<file path="config.mk">
export PLATFORM = sky130hd
export DESIGN_NAME = button_debouncer
export DESIGN_NICKNAME = d
export VERILOG_FILES = /design/src/rtl/button_debouncer.sv
export SDC_FILE = /design/constraint.sdc
export NUM_CORES = 1
export LEC_CHECK = 0
export BUFFER_PORTS_ARGS = -buffer_cell sky130_fd_sc_hd__buf_2
export CAP_MARGIN = 20
export CORE_AREA = 2 2 55 57
export CTS_CLUSTER_SIZE = 20
export DETAILED_ROUTE_END_ITERATION = 7
export DIE_AREA = 0 0 57 59
export MAX_ROUTING_LAYER = met4
export PLACE_DENSITY = 0.71
export SKIP_LAST_GASP = 1
export SYNTH_ARGS = -nofsm -noshare
export SYNTH_HDL_FRONTEND = slang
export SYNTH_SLANG_ARGS = --single-unit
</file>
<file path="constraint.sdc">
create_clock -name clk -period 4.7 [get_ports clk]
set_input_delay 0.235 -clock clk [delete_from_list [all_inputs] [get_ports clk]]
set_output_delay 0.235 -clock clk [all_outputs]
set_load 0.1 [all_outputs]
</file>
<file path="src/rtl/button_debouncer.sv">
// Debounces a raw asynchronous push-button into a registered level plus
// single-cycle rise/fall pulses, using a 2-flop synchronizer and a counting FSM.
module button_debouncer #(
  parameter int STABLE_COUNT = 1_000_000,
  parameter int CNT_WIDTH    = 20
) (
  input  logic clk,
  input  logic rst,
  input  logic btn_in,
  output logic btn_level,
  output logic btn_rise,
  output logic btn_fall
);

  typedef enum logic [1:0] {
    S_LOW   = 2'd0,
    S_WAITH = 2'd1,
    S_HIGH  = 2'd2,
    S_WAITL = 2'd3
  } state_t;

  localparam logic [CNT_WIDTH-1:0] CNT_LAST = CNT_WIDTH'(STABLE_COUNT - 1);
  localparam logic [CNT_WIDTH-1:0] CNT_ONE  = CNT_WIDTH'(1);

  logic                 sync1;
  logic                 sync2;
  state_t               state;
  state_t               state_next;
  logic [CNT_WIDTH-1:0] counter;
  logic [CNT_WIDTH-1:0] counter_next;
  logic                 level_next;
  logic                 rise_next;
  logic                 fall_next;

  // Two-flop synchronizer; only sync2 is trusted downstream.
  always_ff @(posedge clk or posedge rst) begin
    if (rst) begin
      sync1 <= 1'b0;
      sync2 <= 1'b0;
    end else begin
      sync1 <= btn_in;
      sync2 <= sync1;
    end
  end

  // State register; the outputs are registered alongside the FSM so that
  // nothing downstream ever sees a combinational path from btn_in.
  always_ff @(posedge clk or posedge rst) begin
    if (rst) begin
      state     <= S_LOW;
      counter   <= '0;
      btn_level <= 1'b0;
      btn_rise  <= 1'b0;
      btn_fall  <= 1'b0;
    end else begin
      state     <= state_next;
      counter   <= counter_next;
      btn_level <= level_next;
      btn_rise  <= rise_next;
      btn_fall  <= fall_next;
    end
  end

  always_comb begin
    state_next = state;
    case (state)
      S_LOW: begin
        if (sync2) state_next = S_WAITH;
      end
      S_WAITH: begin
        if (!sync2)                 state_next = S_LOW;
        else if (counter == CNT_LAST) state_next = S_HIGH;
      end
      S_HIGH: begin
        if (!sync2) state_next = S_WAITL;
      end
      S_WAITL: begin
        if (sync2)                  state_next = S_HIGH;
        else if (counter == CNT_LAST) state_next = S_LOW;
      end
      default: state_next = S_LOW;
    endcase
  end

  // Counter restarts on any disagreement, so a bounce discards all progress.
  always_comb begin
    counter_next = '0;
    level_next   = btn_level;
    rise_next    = 1'b0;
    fall_next    = 1'b0;
    case (state)
      S_LOW: begin
        if (sync2) counter_next = CNT_ONE;
      end
      S_WAITH: begin
        if (sync2) begin
          if (counter == CNT_LAST) begin
            level_next = 1'b1;
            rise_next  = 1'b1;
          end else begin
            counter_next = counter + CNT_ONE;
          end
        end
      end
      S_HIGH: begin
        if (!sync2) counter_next = CNT_ONE;
      end
      S_WAITL: begin
        if (!sync2) begin
          if (counter == CNT_LAST) begin
            level_next = 1'b0;
            fall_next  = 1'b1;
          end else begin
            counter_next = counter + CNT_ONE;
          end
        end
      end
      default: begin
        counter_next = '0;
      end
    endcase
  end

endmodule

</file>
# After elaboration in Yosys (flattened, before gate mapping)
# Cells that the tools add are included.
[word_totals] register_bits=27 inputBits=3 output_inout_bits=3
[op_classes] add_sub_neg=1 n_eq_ne=12 muxes=23 reduce_logical=4
[ops] op="$pmux W20 S4" n=1
[ops] op="$mux W20" n=3
[ops] op="$add A20 B1 Y20 const B" n=1
[ops] op="$eq A20 B20 Y1 const B" n=1
[ops] op="$mux W2" n=6
[ops] op="$ne A2 B2 Y1 const B" n=6
[ops] op="$mux W1" n=11
[ops] op="$pmux W2 S4" n=1
[ops] op="$ne A3 B3 Y1 const B" n=2
[ops] op="$reduce_and A5 Y1" n=1
[ops] op="$eq A2 B2 Y1 const B" n=2
[ops] op="$reduce_and A4 Y1" n=1
[ops] op="$eq A2 B1 Y1 const B" n=1
[ops] op="$logic_not A2 Y1" n=1
[ops] op="$pmux W1 S2" n=1
[ops] op="$reduce_bool A2 Y1" n=1

# Depth between registers and ports, before layout
[logic_depth] depth_word=4 depth_mapped=6 depth_no_buf=5

# Worst setup path before layout
# OpenSTA, ideal clock, no wires.
[synth_timing] path_kind="register to register" startpoint="register counter[6]" endpoint="register btn_level" setup_ps=124 t_arrival_ps=1433 t_required_ps=4576 slack_ps=3143 path_stages_with_launch=6 path_buffers=1 cell_sequence="dfrtp_1 -> buf_6 -> nor4b_2 -> nand3_1 -> or2_0 -> a211o_1"
[synth_via] elab_chain_len=3
[synth_lines] element="start, declared" line="29" source="logic [CNT_WIDTH-1:0] counter;"
[synth_lines] element="start signal, assigned" line="57" source="counter <= counter_next;"
[synth_lines] element="$eq A20 B20 Y1 (*)" line="97, 110"
[synth_lines] element="$ne A2 B2 Y1 (no line)"
[synth_lines] element="$reduce_and A5 Y1 (no line) (*)"
[synth_lines] element="end signal, assigned" line="58" source="btn_level <= level_next;"
[synth_lines] element="end, declared" line="10" source="output logic btn_level,"
# Mark *: on every way between the ends. The rest lies on a longest branch, timed or not.
# A chain may end at the register's enable or synchronous reset.

# Final worst setup path
[layout_timing] startpoint="register counter[0]" endpoint="register counter[7]"
[layout_via] elab_chain_len=4
[layout_lines] element="$add A20 B1 Y20 / $eq A20 B20 Y1 (equally long branches)"
[layout_lines] element="$mux W20 (*)" line="97, 110"
[layout_lines] element="$mux W20 (on tied branches)" line="109, 96"
[layout_lines] element="$pmux W20 S4 (*)" line="91" source="case (state)"
[layout_lines] element="named net counter_next[7]" line="30" source="logic [CNT_WIDTH-1:0] counter_next;"
# The timed path passes the listed nets; every way through them passes the cells marked *.

==> qor.csv <==
metric;value;unit
post-synth top area cell;dfrtp_1;
gr ovfl total;0;
slew margin rel.;0.585;
DP Wirelength;1810;um
hold crit path type;flop to flop;
largest family of logic cells by synthesized area;simple AND/OR/NAND/NOR gates;
cell with the most instances after synthesis;dfrtp_1;
Crit Path Max Fanout;16;
Die Height;59;um
DR vias/cell;5.64;
WP data required;4.91;ns
first-pass GRT wire length;4310;um
top post-synthesis cells by area;dfrtp_1 50%, nor2_1 6.2%, xnor2_1 5.9%;
drt first pass iters;4;
total setup buffers inserted after CTS;0;
max-cap violation count;0;
post-synthesis xor/xnor area fraction;0.105;
Adder-Cell Fraction of Synth Area;0.00935;
TritonCTS clock tree;done;
count of final setup violators;0;
R2R depth;4;
share of post-route cells with drive strength above 1;0.132;
Syn Inst Count;127;
Layout Area Growth over Synthesis;8.60;%
Top FF cell, synth;dfrtp_1;
Routed WL;2470;um
post-synth top area share;0.505;
# port buffers;5;
most frequent cells after synthesis;27 x dfrtp_1, 22 x nor2_1, 9 x xnor2_1, 7 x nand3_1, 7 x xor2_1;
root buf cell;clkbuf_4;
crit start category;flop;
Clock Skew;0.00754;ns
Tcrit/Tclk final;0.410;
ys async rst share;1.00;
power per cell area;244;nW/um^2
r2r startpoint;counter[0];
worst reg2reg endpoint;counter[7];
Die Wd;57;um
Vias;942;
I/O Pins;6;
Synth Register Bits;27;
Synth Area in Simple Gates;0.293;
EDFF count, synth;0;
area of the die;3360;um^2
NumNets Final;141;
# rows;19;
register area share after synthesis;0.505;
Core ar.;2710;um^2
GRT Total Usage;0.173;
DR DRC count;0;
wire per inst;14.8;um
Cell Area, Synth;1340;um^2
diodes inserted;0;
hold path depth;0;
clock slew at reported path FFs;0.14;ns
beginning of the worst hold path;sync1;
Skew-Pair Late Insertion Delay;0.33;ns
Hold Vio Cnt, Final;0;
Max VDD drop;0.000162;V
flop2flop setup slack;2.77;ns
H-tree depth;1;
Setup CP Type;flop to flop;
Fin Setup TNS;0;ns
Starting Density;0.494;
Mapped Nets;131;
Slew @ Worst Pin;0.623;ns
Pins Over Slew Limit;0;
leakage power;0.000633;uW
Routed Antenna Nets;0;
gpl congestion;0.844;
status;finished clean;
largest net degree at the start of global routing;28;
Ys Warns;0;
setup ws final;2.77;ns
crit path DAT;2.14;ns
post-route minimum period;1.93;ns
vias in the first global route;936;
Sink Count;27;
RSZ-0062 raised after global routing;no;
fill count;257;
DRT iter0 DRCs;40;
post-synth cell types;34;
multiplexer share of the synthesized area;0;
total CTS buffers;3;
Synth Area in Compound Gates;0.0561;
Max Clk Rate;0.518;GHz
Synth Area per Inst;10.5;um^2
pre-CTS setup slack;2.77;ns
initial antenna violation count;0;
Hold EP;sync2;
critical path endpoint category;flop;
Clock Tree Buf Depth;2;
## worst max-delay path, stage by stage, from the launching register on
cell and delay [ns]:
dfrtp_1 0.50, ha_1 0.41, nand4_4 0.21, o21ai_2 0.57, nor2_1 0.12
## registers in the layout, summed over array words and instances, names as in the netlist, named ones only
signal     count
btn_fall       1
btn_level      1
btn_rise       1
counter       20
state          1
sync1          1
sync2          1
## per-stage QoR
step | utilization | power (uW) | instances | instance area, um^2 | hold WS (ns)
2_1_floorplan | - | 251 | 127 | 1340 | 0.266
3_3_place_gp | 0.509 | 254 | 160 | 1380 | 0.337
3_5_place_dp | 0.509 | 255 | 160 | 1380 | 0.346
4_1_cts | 0.523 | 353 | 165 | 1420 | 0.157
5_1_grt | 0.536 | 369 | 167 | 1450 | 0.390
6_report | 0.536 | 354 | 167 | 1450 | 0.374
## cell type report
class / count / area (um^2) / share of cell area
multi-input combinational: 92 / 621 / 0.427
timing repair buffer: 8 / 72.6 / 0.0499
clock buffer: 3 / 22.5 / 0.0155
tap: 31 / 38.8 / 0.0267
sequential: 27 / 676 / 0.465
clock inverter: 1 / 5.00 / 0.00344
inverter: 5 / 18.8 / 0.0129
## report_power, final
group	switching, uW	total (uW)	internal (uW)	leakage, uW
registers	2.93	238	235	0.000368
logic	10.1	16.3	6.18	0.000247
clock network	68.4	100	32.0	0.0000177
total	81.4	354	273	0.000633
## cell families (layout without fill, tap and decap cells)
kind of cell | after synthesis | after routing
XOR/XNOR | 16 | 16
adder cells (fa/ha/maj) | 1 | 1
AND/OR/NAND/NOR | 65 | 65
flip-flops | 27 | 27
buffers and inverters | 8 | 17
AO/OA/AOI/OAI | 10 | 10
## how the worst max path moves through the flow
stage                           from  slack (ns)     endpoint  cells after the start
after floorplan           counter[6]        3.14    btn_level                      5
after global placement    counter[0]        2.82  counter[15]                      4
after detailed placement  counter[0]        2.77  counter[13]                      4
after CTS                 counter[0]        2.75  counter[13]                      4
after global routing      counter[0]        2.55   counter[7]                      4
final                     counter[0]        2.77   counter[7]                      4
## cells in the final DEF (no fill, tap or decap), types with 3 or more instances in the layout
| cell | n |
|---|---|
| dfrtp_1 | 27 |
| nor2_1 | 22 |
| xnor2_1 | 9 |
| nand3_1 | 7 |
| xor2_1 | 7 |
| nand4_1 | 6 |
| inv_1 | 5 |
| nor4_1 | 5 |
| buf_2 | 5 |
| and3_1 | 4 |
| nand2_1 | 4 |
| nor3_1 | 4 |
| clkbuf_4 | 3 |
## per-layer routing
layer	share of wire	vias to the layer above	global-route usage
met5	0	-	-
met4	0.017	0	0.0764
met3	0.028	5	0.0262
met2	0.46	18	0.284
met1	0.49	454	0.214
li1	-	465	-
## repair_timing
item,CTS,global route
hold buffers,1,1
hold endpoints to repair,1,10
resized for setup,0,0
(Power assumes the default switching activity.)
